<file path="src/rtl/alu_op_sequencer.sv">
`default_nettype none
// ============================================================================
// Module  : alu_op_sequencer
// Brief   : Queues ALU requests and drives them one at a time onto a
//           combinational ALU, returning sampled results over valid/ready.
// Revision: 1.0
// ============================================================================
module alu_op_sequencer #(
    parameter int DEPTH         = 4,
    parameter int SETTLE_CYCLES = 2,
    parameter int TAG_W         = 4
) (
    input  logic             clk,
    input  logic             rst,
    input  logic             req_valid,
    output logic             req_ready,
    input  logic [63:0]      req_a,
    input  logic [63:0]      req_b,
    input  logic [3:0]       req_opcode,
    input  logic [TAG_W-1:0] req_tag,
    output logic             rsp_valid,
    input  logic             rsp_ready,
    output logic [63:0]      rsp_result,
    output logic             rsp_exception,
    output logic             rsp_error,
    output logic [TAG_W-1:0] rsp_tag,
    output logic [63:0]      alu_a_out,
    output logic [63:0]      alu_b_out,
    output logic [3:0]       alu_opcode_out,
    input  logic [63:0]      alu_result_in,
    input  logic             alu_exception_in,
    input  logic             alu_error_in,
    output logic             busy,
    output logic [15:0]      ops_count,
    output logic [7:0]       err_count
);
    localparam int c_AW = $clog2(DEPTH);
    localparam int c_CW = c_AW + 1;
    localparam int c_SW = $clog2(SETTLE_CYCLES + 1);
    localparam logic [c_CW-1:0] c_FULL   = c_CW'(DEPTH);
    localparam logic [c_SW-1:0] c_SETTLE = c_SW'(SETTLE_CYCLES);
    localparam logic [c_SW-1:0] c_ONE    = c_SW'(1);

    localparam logic [1:0] S_IDLE   = 2'd0;
    localparam logic [1:0] S_SETTLE = 2'd1;
    localparam logic [1:0] S_RESP   = 2'd2;

    logic [63:0]      r_mem_a   [DEPTH];
    logic [63:0]      r_mem_b   [DEPTH];
    logic [3:0]       r_mem_op  [DEPTH];
    logic [TAG_W-1:0] r_mem_tag [DEPTH];
    logic [c_AW-1:0]  r_wr_ptr;
    logic [c_AW-1:0]  r_rd_ptr;
    logic [c_CW-1:0]  r_count;

    logic [1:0]       r_state;
    logic [1:0]       w_state_nxt;
    logic [c_SW-1:0]  r_cnt;
    logic [63:0]      r_alu_a;
    logic [63:0]      r_alu_b;
    logic [3:0]       r_alu_op;
    logic [TAG_W-1:0] r_tag;
    logic             r_rsp_valid;
    logic [63:0]      r_rsp_result;
    logic             r_rsp_exception;
    logic             r_rsp_error;
    logic [15:0]      r_ops_count;
    logic [7:0]       r_err_count;

    logic w_push;
    logic w_pop;
    logic w_capture;
    logic w_accept;
    logic w_busy;

    // Ready looks only at the registered count: a full FIFO never accepts.
    assign req_ready = (r_count != c_FULL);
    assign w_push    = req_valid & req_ready;

    always_ff @(posedge clk) begin
        if (w_push) begin
            r_mem_a[r_wr_ptr]   <= req_a;
            r_mem_b[r_wr_ptr]   <= req_b;
            r_mem_op[r_wr_ptr]  <= req_opcode;
            r_mem_tag[r_wr_ptr] <= req_tag;
        end
    end

    always_ff @(posedge clk) begin
        if (rst) begin
            r_wr_ptr <= '0;
            r_rd_ptr <= '0;
            r_count  <= '0;
        end else begin
            if (w_push) r_wr_ptr <= r_wr_ptr + 1'b1;
            if (w_pop)  r_rd_ptr <= r_rd_ptr + 1'b1;
            case ({w_push, w_pop})
                2'b10:   r_count <= r_count + 1'b1;
                2'b01:   r_count <= r_count - 1'b1;
                default: r_count <= r_count;
            endcase
        end
    end

    always_ff @(posedge clk) begin
        if (rst) r_state <= S_IDLE;
        else     r_state <= w_state_nxt;
    end

    always_comb begin
        w_state_nxt = r_state;
        case (r_state)
            S_IDLE:   if (r_count != '0) w_state_nxt = S_SETTLE;
            S_SETTLE: if (r_cnt == c_ONE) w_state_nxt = S_RESP;
            S_RESP:   if (r_rsp_valid && rsp_ready) w_state_nxt = S_IDLE;
            default:  w_state_nxt = S_IDLE;
        endcase
    end

    always_comb begin
        w_pop     = (r_state == S_IDLE) && (r_count != '0);
        w_capture = (r_state == S_SETTLE) && (r_cnt == c_ONE);
        w_accept  = (r_state == S_RESP) && r_rsp_valid && rsp_ready;
        w_busy    = (r_state != S_IDLE) || (r_count != '0);
    end

    always_ff @(posedge clk) begin
        if (rst) begin
            r_cnt           <= '0;
            r_alu_a         <= '0;
            r_alu_b         <= '0;
            r_alu_op        <= '0;
            r_tag           <= '0;
            r_rsp_valid     <= 1'b0;
            r_rsp_result    <= '0;
            r_rsp_exception <= 1'b0;
            r_rsp_error     <= 1'b0;
            r_ops_count     <= '0;
            r_err_count     <= '0;
        end else begin
            if (w_pop) begin
                r_alu_a  <= r_mem_a[r_rd_ptr];
                r_alu_b  <= r_mem_b[r_rd_ptr];
                r_alu_op <= r_mem_op[r_rd_ptr];
                r_tag    <= r_mem_tag[r_rd_ptr];
                r_cnt    <= c_SETTLE;
            end
            if (r_state == S_SETTLE) r_cnt <= r_cnt - c_ONE;
            if (w_capture) begin
                r_rsp_result    <= alu_result_in;
                r_rsp_exception <= alu_exception_in;
                r_rsp_error     <= alu_error_in;
                r_rsp_valid     <= 1'b1;
            end
            if (w_accept) begin
                r_rsp_valid <= 1'b0;
                r_ops_count <= r_ops_count + 16'd1;
                if (r_rsp_error && (r_err_count != 8'hFF))
                    r_err_count <= r_err_count + 8'd1;
            end
        end
    end

    assign rsp_valid      = r_rsp_valid;
    assign rsp_result     = r_rsp_result;
    assign rsp_exception  = r_rsp_exception;
    assign rsp_error      = r_rsp_error;
    assign rsp_tag        = r_tag;
    assign alu_a_out      = r_alu_a;
    assign alu_b_out      = r_alu_b;
    assign alu_opcode_out = r_alu_op;
    assign busy           = w_busy;
    assign ops_count      = r_ops_count;
    assign err_count      = r_err_count;
endmodule
`default_nettype wire

</file>
<file path="config.mk">
export PLATFORM = sky130hd
export DESIGN_NAME = alu_op_sequencer
export DESIGN_NICKNAME = d
export VERILOG_FILES = /design/src/rtl/alu_op_sequencer.sv
export SDC_FILE = /design/constraint.sdc
export NUM_CORES = 1
export LEC_CHECK = 0
export CAP_MARGIN = 20
export CORE_MARGIN = 5
export CORE_UTILIZATION = 50
export CTS_BUF_LIST = sky130_fd_sc_hd__clkbuf_2 sky130_fd_sc_hd__clkbuf_4 sky130_fd_sc_hd__clkbuf_8
export CTS_CLUSTER_DIAMETER = 120
export DETAILED_ROUTE_END_ITERATION = 6
export PLACE_DENSITY_LB_ADDON = 0.25
export SYNTH_ARGS = -nofsm -noshare
export SYNTH_HDL_FRONTEND = slang
export SYNTH_SLANG_ARGS = --single-unit
</file>
<file path="constraint.sdc">
create_clock -name clk -period 5.2 [get_ports clk]
set_input_delay 1.56 -clock clk [delete_from_list [all_inputs] [get_ports clk]]
set_output_delay 1.56 -clock clk [all_outputs]
set_load 0.02 [all_outputs]
</file>
==> flow_metrics.py <==
metrics = {
    "run_status": {
        "outcome": "finished, final reports clean",
    },
    "layout": {
        "nets": 2485,
        "final.fill_count": 4068,
        "multiInputGateArea_um2": 6590,
        "seq_area_um2": 21110,
        "post_route_cell_area_um2": 36110,
        "area_growth_pct": 28.35,
        "utilization_pct": 64.41,
        "share_of_post_route_cells_with_drive_strength_above_1_pct": 16.86,
    },
    "place": {
        "hpwl_mm": 42.33,
        "placed_cell_area_um2": 33330,
        "place.gp.congestion": 0.8033,
        "io_buffer_count": 434,
    },
    "clock_tree": {
        "clk-insertion-delay-late_ns": 0.75,
        "clock_tree.root_cell": "sky130_fd_sc_hd__clkbuf_8",
        "post_cts.repair.setup_buffers": 0,
        "max-clock-path-buffers": 3,
        "cts-buffers-inserted": 130,
        "quantity_of_gates_resized_following_cts": 0,
        "cts.sinks": 782,
        "ctsHtreeMaxLevel": 4,
        "post_cts_hold_buffer_count": 0,
        "cts.clk_slew.worst_paths_ns": 0.06,
        "cts_tree": "yes",
    },
    "timing": {
        "timing.clock.skew_ns": 0.01881,
        "max_slew_violation_count": 0,
        "finalHoldViolations": 0,
        "post-route-period-util_pct": 72.76,
        "timing.fmax_mhz": 264.3,
        "report.final.setup_viol": 0,
        "timing.setup.tns_ns": 0,
        "timing.final.crit_period_ns": 3.783,
        "max-slew-margin-rel_pct": 35.97,
        "rsz_0062_raised_after_global_routing": "no",
        "finalHoldWorstSlack_ns": 0.4516,
        "worstMarginPinSlew_ns": 0.9605,
    },
    "synth": {
        "synth-seq-area-share_pct": 75.01,
        "synthDominantAreaCellType": "sky130_fd_sc_hd__edfxtp_1",
        "synth_fp_nets": 2001,
        "synthesis.area_um2": 28130,
        "yosysWarningCount": 0,
        "post-synth-top-count-cell": "sky130_fd_sc_hd__edfxtp_1",
        "synth.distinct_cells": 40,
        "average_instance_area_after_synthesis_um2": 15.75,
        "synth_top_flop_cell": "sky130_fd_sc_hd__edfxtp_1",
        "synth_largest_type_area_fraction_pct": 58.07,
        "synth_common_cells": "544 x sky130_fd_sc_hd__edfxtp_1, 418 x sky130_fd_sc_hd__nand2_1, 238 x sky130_fd_sc_hd__dfxtp_1",
        "postSynthCellCount": 1786,
        "synth_enable_flop_cells": 544,
        "async_flop_share_pct": 0,
        "ys_seq_elements": 782,
        "synthTopCellsByArea": "sky130_fd_sc_hd__edfxtp_1 58%, sky130_fd_sc_hd__dfxtp_1 17%, sky130_fd_sc_hd__mux4_2 11%, sky130_fd_sc_hd__nand2_1 5.6%, sky130_fd_sc_hd__a21oi_1 3.8%",
    },
    "global_routing": {
        "groute.layer.met3.usage_pct": 8.150,
        "global_routing_met2_resource_utilization_pct": 36.19,
        "global_route.usage.total_pct": 21.73,
        "grt_start_max_net_pins": 125,
        "grt_antenna_before_repair": 22,
        "overflow": 0,
        "grt_first_pass_wirelength_mm": 100.3,
        "first_global_vias": 17183,
        "global_route.usage.met1_pct": 26.51,
        "grt_busiest_layer": "met2",
    },
    "setup_path": {
        "reg2reg_setup_slack_ns": 2.35,
        "timing.setup.critical_path_class": "reg2out",
        "timing.critical_path.from_type": "register",
        "worst_ep_arrival_time_ns": 2.22,
        "endpoint_kind": "primary output",
        "path_max_fanout": 6,
        "required_arrival_time_at_the_worst_endpoint_ns": 3.64,
    },
    "power": {
        "power.leakage_nw": 11.89,
        "total_power_mw": 18.85,
        "pwr_density_cell_nw_per_um2": 522.1,
        "ir_worst_vdd_v": 0.0005444,
    },
    "hold_path": {
        "holdCritPathClass": "reg2reg",
    },
    "route": {
        "post-route-drc-count": 0,
        "antenna_left": 0,
        "viasPerCell": 5.281,
        "avgRoutedWirePerCell_um": 21.33,
        "dr.pass1.iters": 5,
        "wl_mm": 67.01,
        "detailroute.via_count": 16592,
        "dr.first_iter.drc_count": 944,
    },
    "floorplan": {
        "initial_standard_cell_utilization_of_the_core_pct": 50.18,
        "std_cell_rows": 87,
        "design.core.area_um2": 56060,
        "fp.dieH_um": 247.2,
        "die_w_um": 247.2,
        "floorplan.die_area_um2": 61110,
        "boundaryPins": 435,
    },
    "job": {
        "cap_viol_max_count": 0,
    },
}
worst paths after layout:
path | startpoint | end | cells after the start
min reg2reg | alu_a_out[60] | alu_a_out[60] | 2
max | r_state[1] | busy | 3
max reg2reg | r_count[2] | alu_a_out[9] | 6
min | alu_a_out[60] | alu_a_out[60] | 2
worst max-delay path: stages, from the launching register on:
cell and delay [ns]:
sky130_fd_sc_hd__dfxtp_1 0.37, sky130_fd_sc_hd__nor2_1 0.37, sky130_fd_sc_hd__nand2_1 0.16, sky130_fd_sc_hd__clkdlybuf4s50_1 0.57
kinds of logic after synthesis:
group	Yosys count	share of synthesized area [%]
compound gates	227	4.119
flops	782	75.01
buf+inv	113	1.677
mux	138	10.96
simple gates	497	7.183
fa+ha+maj	9	0.4270
xor+xnor	20	0.6227
power by group:
group / switching (mW) / internal (mW) / leakage (nW)
registers: 0.523 / 7.76 / 6.93
clock network: 2.35 / 3.13 / 1.45
logic: 2.91 / 2.17 / 3.51
metrics by stage:
step,instances,worst slack [ns]
2_1_floorplan,1786,1.512
3_3_place_gp,2892,1.521
3_5_place_dp,2893,1.525
4_1_cts,3134,1.314
5_1_grt,3136,1.299
6_report,3142,1.417
flip-flops by register name, summed over array words and instances, names as in the netlist, 8 cells and up:
name and cells:
r_mem_a 256, r_mem_b 256, alu_a_out 64, alu_b_out 64
rsp_result 64, ops_count 16, r_mem_op 16, r_mem_tag 16
err_count 8
area by class of cell:
class	count	share of cell area [%]
Sequential cell	782	58.46
Multi-Input combinational cell	891	18.25
Timing Repair Buffer	457	12.94
Clock buffer	203	6.941
Tap cell	756	2.620
Clock inverter	38	0.6515
Inverter	8	0.09010
Antenna cell	7	0.04852
per-layer routing:
| layer | wire [um] | up-vias |
|---|---|---|
| met5 | 202 | - |
| met4 | 1630 | 28 |
| met3 | 5947 | 119 |
| met2 | 33220 | 599 |
| met1 | 26010 | 8208 |
| li1 | - | 7638 |
cells in the final DEF (no fill, tap or decap), drive strengths merged, types with 7 or more instances in the layout:
cell	instances
a21oi	214
buf	23
clkbuf	204
clkdlybuf4s50	433
clkinv	26
dfxtp	238
diode	7
edfxtp	544
ha	8
inv	13
mux4	136
nand2	418
nand3	7
nand4	8
nor2	29
xor2	14
Power figures use the tool's default switching activity.
